[src/rtl/ps2_pkg.sv]
// PS/2 keyboard receive path: shared constants and types.
// Scan-code prefixes, decoder states and the buffered event layout.
package ps2_pkg;

  localparam logic [7:0] PS2_EXT  = 8'hE0;
  localparam logic [7:0] PS2_BRK  = 8'hF0;
  localparam logic [7:0] PS2_ERR0 = 8'h00;
  localparam logic [7:0] PS2_ERR1 = 8'hFF;

  typedef enum logic [1:0] {
    IDLE,
    EXT,
    BRK,
    EXT_BRK
  } dec_state_e;

  typedef struct packed {
    logic       rel;
    logic       ext;
    logic [7:0] code;
  } ps2_event_t;

endpackage

[src/rtl/ps2_frame_rx.sv]
// PS/2 frame receiver: input sync, Key_Clk fall detect, 11-bit shifter,
// start/parity/stop checks and a stall watchdog for partial frames.
module ps2_frame_rx #(
  parameter int SYNC_STAGES    = 2,
  parameter int TIMEOUT_CYCLES = 5000
) (
  input  logic       clk,
  input  logic       rst,
  input  logic       key_clk,
  input  logic       key_data,
  output logic [7:0] rx_byte,
  output logic       rx_stb,
  output logic       rx_err
);

  localparam int TW = $clog2(TIMEOUT_CYCLES + 1);
  localparam logic [TW-1:0] WD_LAST = TW'(TIMEOUT_CYCLES - 1);

  logic [SYNC_STAGES-1:0] kc_sync;
  logic [SYNC_STAGES-1:0] kd_sync;
  logic                   kc_prev;
  logic                   kc_cur;
  logic                   kd_cur;
  logic                   fall;
  logic [3:0]             bit_idx;
  logic [9:0]             shreg;
  logic [TW-1:0]          wd_cnt;
  logic                   frame_ok;

  assign kc_cur   = kc_sync[SYNC_STAGES-1];
  assign kd_cur   = kd_sync[SYNC_STAGES-1];
  assign fall     = kc_prev & ~kc_cur;
  assign frame_ok = ~shreg[0] & (^shreg[9:1]) & kd_cur;

  // Synchronise the idle-high PS/2 lines and remember last Key_Clk level
  always_ff @(posedge clk) begin
    if (rst) begin
      kc_sync <= '1;
      kd_sync <= '1;
      kc_prev <= 1'b1;
    end else begin
      kc_sync <= {kc_sync[SYNC_STAGES-2:0], key_clk};
      kd_sync <= {kd_sync[SYNC_STAGES-2:0], key_data};
      kc_prev <= kc_cur;
    end
  end

  // Shift bits on each fall, check the frame at the stop bit, run watchdog
  always_ff @(posedge clk) begin
    if (rst) begin
      bit_idx <= '0;
      shreg   <= '0;
      wd_cnt  <= '0;
      rx_byte <= '0;
      rx_stb  <= 1'b0;
      rx_err  <= 1'b0;
    end else begin
      rx_stb <= 1'b0;
      rx_err <= 1'b0;
      if (fall) begin
        wd_cnt <= '0;
        if (bit_idx == 4'd10) begin
          bit_idx <= '0;
          if (frame_ok) begin
            rx_stb  <= 1'b1;
            rx_byte <= shreg[8:1];
          end else begin
            rx_err <= 1'b1;
          end
        end else begin
          bit_idx <= bit_idx + 4'd1;
          shreg   <= {kd_cur, shreg[9:1]};
        end
      end else if (bit_idx != 4'd0) begin
        if (wd_cnt == WD_LAST) begin
          bit_idx <= '0;
          wd_cnt  <= '0;
          rx_err  <= 1'b1;
        end else begin
          wd_cnt <= wd_cnt + 1'b1;
        end
      end
    end
  end

endmodule

[src/rtl/ps2_scan_controller.sv]
// PS/2 scan controller: frame receiver, E0/F0 prefix decoder and a small
// event FIFO feeding the calculator core.
module ps2_scan_controller
  import ps2_pkg::*;
#(
  parameter int SYNC_STAGES    = 2,
  parameter int TIMEOUT_CYCLES = 5000,
  parameter int FIFO_DEPTH     = 4
) (
  input  logic       Clk,
  input  logic       Reset,
  input  logic       Key_Clk,
  input  logic       Data_in,
  input  logic       Event_ready,
  output logic       Event_valid,
  output logic [7:0] Event_code,
  output logic       Event_ext,
  output logic       Event_release,
  output logic       Frame_error,
  output logic       Overflow
);

  localparam int AW = $clog2(FIFO_DEPTH);

  logic [7:0] rx_byte;
  logic       rx_stb;
  logic       rx_err;

  dec_state_e st, st_n;
  logic       emit, derr;
  ps2_event_t ev_n, ev_q;
  logic       push_q, derr_q, ovf_q;

  logic       is_bad, is_ext, is_brk;

  ps2_event_t     mem [FIFO_DEPTH];
  logic [AW:0]    wr_ptr, rd_ptr;
  logic [AW-1:0]  rd_idx, last_idx;
  logic           empty, full, pop, do_push;
  ps2_event_t     head;

  ps2_frame_rx #(
    .SYNC_STAGES   (SYNC_STAGES),
    .TIMEOUT_CYCLES(TIMEOUT_CYCLES)
  ) u_rx (
    .clk     (Clk),
    .rst     (Reset),
    .key_clk (Key_Clk),
    .key_data(Data_in),
    .rx_byte (rx_byte),
    .rx_stb  (rx_stb),
    .rx_err  (rx_err)
  );

  assign is_bad = (rx_byte == PS2_ERR0) || (rx_byte == PS2_ERR1);
  assign is_ext = (rx_byte == PS2_EXT);
  assign is_brk = (rx_byte == PS2_BRK);

  // Decoder state register plus registered emit/error toward the FIFO
  always_ff @(posedge Clk) begin
    if (Reset) begin
      st     <= IDLE;
      push_q <= 1'b0;
      derr_q <= 1'b0;
      ev_q   <= '0;
    end else begin
      st     <= st_n;
      push_q <= emit;
      derr_q <= derr;
      if (emit) ev_q <= ev_n;
    end
  end

  // Prefix decoder: track E0/F0, emit finished key events
  always_comb begin
    st_n = st;
    emit = 1'b0;
    derr = 1'b0;
    ev_n = '{rel: 1'b0, ext: 1'b0, code: rx_byte};
    if (rx_err) begin
      st_n = IDLE;
    end else if (rx_stb) begin
      unique case (1'b1)
        is_bad: begin
          derr = 1'b1;
          st_n = IDLE;
        end
        is_ext: begin
          unique case (st)
            IDLE, EXT: st_n = EXT;
            default: begin
              derr = 1'b1;
              st_n = IDLE;
            end
          endcase
        end
        is_brk: begin
          unique case (st)
            IDLE:    st_n = BRK;
            EXT:     st_n = EXT_BRK;
            default: begin
              derr = 1'b1;
              st_n = IDLE;
            end
          endcase
        end
        default: begin
          emit     = 1'b1;
          st_n     = IDLE;
          ev_n.ext = (st == EXT) || (st == EXT_BRK);
          ev_n.rel = (st == BRK) || (st == EXT_BRK);
        end
      endcase
    end
  end

  assign rd_idx   = rd_ptr[AW-1:0];
  assign last_idx = rd_idx - 1'b1;
  assign empty    = (wr_ptr == rd_ptr);
  assign full     = (wr_ptr[AW] != rd_ptr[AW]) &&
                    (wr_ptr[AW-1:0] == rd_ptr[AW-1:0]);
  assign pop      = ~empty & Event_ready;
  assign do_push  = push_q & (~full | pop);
  // Empty FIFO shows the last popped entry so outputs hold their value
  assign head     = empty ? mem[last_idx] : mem[rd_idx];

  // Event FIFO storage, pointers and overflow pulse
  always_ff @(posedge Clk) begin
    if (Reset) begin
      wr_ptr <= '0;
      rd_ptr <= '0;
      ovf_q  <= 1'b0;
      for (int i = 0; i < FIFO_DEPTH; i++) mem[i] <= '0;
    end else begin
      ovf_q <= push_q & full & ~pop;
      if (do_push) begin
        mem[wr_ptr[AW-1:0]] <= ev_q;
        wr_ptr              <= wr_ptr + 1'b1;
      end
      if (pop) rd_ptr <= rd_ptr + 1'b1;
    end
  end

  assign Event_valid   = ~empty;
  assign Event_code    = head.code;
  assign Event_ext     = head.ext;
  assign Event_release = head.rel;
  assign Frame_error   = rx_err | derr_q;
  assign Overflow      = ovf_q;

endmodule
[config.mk]
export PLATFORM = sky130hd
export DESIGN_NAME = ps2_scan_controller
export DESIGN_NICKNAME = d
export VERILOG_FILES = /design/src/rtl/ps2_pkg.sv /design/src/rtl/ps2_frame_rx.sv /design/src/rtl/ps2_scan_controller.sv
export SDC_FILE = /design/constraint.sdc
export NUM_CORES = 1
export LEC_CHECK = 0
export ABC_AREA = 0
export CAP_MARGIN = 10
export CORE_MARGIN = 2
export CORE_UTILIZATION = 24
export CTS_CLUSTER_DIAMETER = 100
export CTS_CLUSTER_SIZE = 16
export DETAILED_ROUTE_END_ITERATION = 6
export GPL_ROUTABILITY_DRIVEN = 0
export PLACE_DENSITY = 0.45
export SYNTH_ARGS = -nofsm -noshare
export SYNTH_HDL_FRONTEND = slang
export SYNTH_SLANG_ARGS = --single-unit
export TNS_END_PERCENT = 1
[constraint.sdc]
create_clock -name Clk -period 2.77 [get_ports Clk]
set_input_delay 0.831 -clock Clk [delete_from_list [all_inputs] [get_ports Clk]]
set_output_delay 0.831 -clock Clk [all_outputs]
set_load 0.01 [all_outputs]
==> impl_metrics.ini <==
[sta]
max_freq_ghz = 0.361
maxSlewViolCount = 0
hold_viol_final = 0
max-slew-margin-rel_pct = 59.4
fin_crit_ps = 2770
setup_viol = 1
worst-slew-pin-transition_ps = 604
skew_ps = 7.82
rsz0062_at_grt = yes
period_share_pct = 100
finalWorstSetupSlack_ps = -0.156

[power_and_ir_drop]
p_per_area_nw_per_um2 = 514
peakVddDrop_uv = 263
leakagePower_nw = 2.09
p_total_mw = 2.97

[detailed_routing]
post_drt_wl_per_cell_microns = 13.0
vias = 3015
drcViolationCount = 0
drtPass1Iterations = 6
wl_mm = 9.29
drtIter0Drc = 143
ant_nets = 0
avgViaCountPerCell = 4.21

[run_status]
outcome = finished, violations left
violations = negative setup slack

[die]
rows = 51
die_h_microns = 145
core-area_sq_um = 19500
dieArea_sq_um = 21100
die_w_microns = 145
io_pins = 18
initial_core_util_pct = 24.6

[cts]
root_buffer = clkbuf_16
cts_tree = yes
postCtsHoldBufs = 0
cts_buffers = 9
numClockSinks = 105
clock_path_buffers = 2
htree_levels = 3
clk_latency_ps = 350
path_clk_slew_ps = 70

[grt]
grt_pass1_wl_mm = 15.6
grt_max_degree = 31
grt_remaining_overflow = 0
antenna_found_initial = 0
grt_usage_pct = 9.16
grt_pass1_vias = 2983

[setup_path]
cp_data_required_time_ps = 1940
worst_setup_path_start_kind = flip-flop
worstPathArrival_ps = 1940
critPathMaxFanout = 5
end_kind = primary output
criticalPathCategory = flip-flop to primary output
reg2reg_slack_ps = 640

[synth]
synth_compound_area_share_pct = 3.76
synth_xor_xnor_area_share_pct = 5.17
synthFlopType = dfxtp_1
ys_types = 47
syn_nets = 423
netlist_area_sq_um = 4790
yosysTopAreaCellShare_pct = 27.1
async_flop_share_pct = 0
yosysWarnings = 0
synthCells = 412
synth_top_area_cell = dfxtp_1
synth_mux_area_share_pct = 16.2
synth-edff-count = 40
synth_seq_cells = 105
synth_simple_gate_area_share_pct = 19.3
synth_top_family_by_area = simple AND/OR/NAND/NOR gates
yosysSeqAreaShare_pct = 52.2
synth.area.top_cells = dfxtp_1 (27%), edfxtp_1 (25%), mux4_2 (9.4%)
synthAdderAreaFrac_pct = 1.57
postSynthAreaPerCell_sq_um = 11.6

[layout]
syn_to_final_growth_pct = 20.4
layout_common_cells = dfxtp_1 (63), nor2_1 (48), and2_1 (40), edfxtp_1 (40), nand2_1 (30)
final_common_cell = dfxtp_1
stdcell_area_sq_um = 5770
nNetsFinal = 457
n_antenna_cell = 0
drive_gt1_share_pct = 20.8

[placement]
hpwl_mm = 6.73
placed_area_sq_um = 5400
portBuffers = 17

[hold_path]
hold_path_class = flip-flop to flip-flop

[run]
cap_violations = 0
cells by family after synthesis:
| group | Yosys count |
|---|---|
| AND/OR/NAND/NOR | 173 |
| buffers and inverters | 23 |
| XOR/XNOR | 25 |
| AO/OA/AOI/OAI | 30 |
| adder cells (fa/ha/maj) | 6 |
| multiplexers | 50 |
| flip-flops | 105 |
repair_timing:
action / CTS / global route
buffers inserted: 0 / 4
setup endpoints to repair: 10 / 10
pin swaps: 1 / 1
gates cloned: 1 / 0
gates resized for setup: 31 / 12
hold endpoints to repair: 0 / 0
synthesized netlist by cell type (all sizes together) (4+ instances only):
cell and n:
a21oi 17, and2 40, and3b 4, buf 4, clkbuf 15, dfxtp 65, edfxtp 40, ha 6
inv 4, mux2 10, mux2i 20, mux4 20, nand2 30, nand3 7, nand4 5, nor2 48
nor2b 4, nor3 4, nor3b 4, or2 9, xnor2 11, xor2 12
sequential cells by signal, summed over array words and instances (netlist names), named ones only:
| register | cells |
|---|---|
| mem | 40 |
| u_rx.wd_cnt | 13 |
| ev_q | 10 |
| u_rx.shreg | 10 |
| u_rx.rx_byte | 8 |
| u_rx.bit_idx | 4 |
| rd_ptr | 3 |
| wr_ptr | 3 |
| st | 2 |
| u_rx.kc_sync | 2 |
| u_rx.kd_sync | 2 |
| Overflow | 1 |
| derr_q | 1 |
| push_q | 1 |
| u_rx.kc_prev | 1 |
| u_rx.rx_err | 1 |
| u_rx.rx_stb | 1 |
power breakdown:
part | leakage [nW] | total [mW] | switching [mW] | internal (mW)
registers | 0.939 | 1.64 | 0.0175 | 1.62
clock network | 0.135 | 1.22 | 0.599 | 0.625
logic | 1.02 | 0.103 | 0.0545 | 0.0484
cell type report:
| type | instances | area (sq um) |
|---|---|---|
| Multi-Input combinational cell | 284 | 2220 |
| Clock inverter | 6 | 53.8 |
| Tap cell | 265 | 332 |
| Clock buffer | 10 | 229 |
| Sequential cell | 105 | 2510 |
| Timing Repair Buffer | 42 | 418 |
| Fill cell | 2011 | 13800 |
| Inverter | 4 | 15.0 |
metrics by stage:
stage / instances / utilization, % / setup TNS, ps / setup WS (ps) / hold WS, ps
floorplan: 412 / - / 0 / 358 / 389
global placement: 695 / 27.7 / 0 / 64.8 / 393
detailed placement: 695 / 27.7 / 0 / 60.7 / 396
CTS: 712 / 29.3 / -84.3 / -20.6 / 414
global route: 716 / 29.6 / -141 / -44.7 / 429
finish: 716 / 29.6 / -0.156 / -0.156 / 411
final timing paths:
check,startpoint,cells after the start,endpoint
setup / recovery,rd_ptr[0],5,Event_code[4]
setup reg to reg,u_rx.shreg[1],5,u_rx.rx_byte[2]
hold / removal,u_rx.kd_sync[0],1,u_rx.kd_sync[1]
hold reg to reg,u_rx.kd_sync[0],1,u_rx.kd_sync[1]
worst max-delay path, stage by stage, from the launching register on:
cell,delay (ps)
dfxtp_4,370
ha_4,290
bufbuf_16,260
mux4_2,280
mux2_4,280
buf_6,120
metal layers:
| layer | share of wire, % | global-route usage [%] | up-vias |
|---|---|---|---|
| met5 | 0 | 0 | - |
| met4 | 2.0 | 3.87 | 0 |
| met3 | 2.6 | 2.19 | 13 |
| met2 | 47 | 14.4 | 31 |
| met1 | 49 | 12.1 | 1436 |
| li1 | - | - | 1535 |
Power figures use the tool's default switching activity.
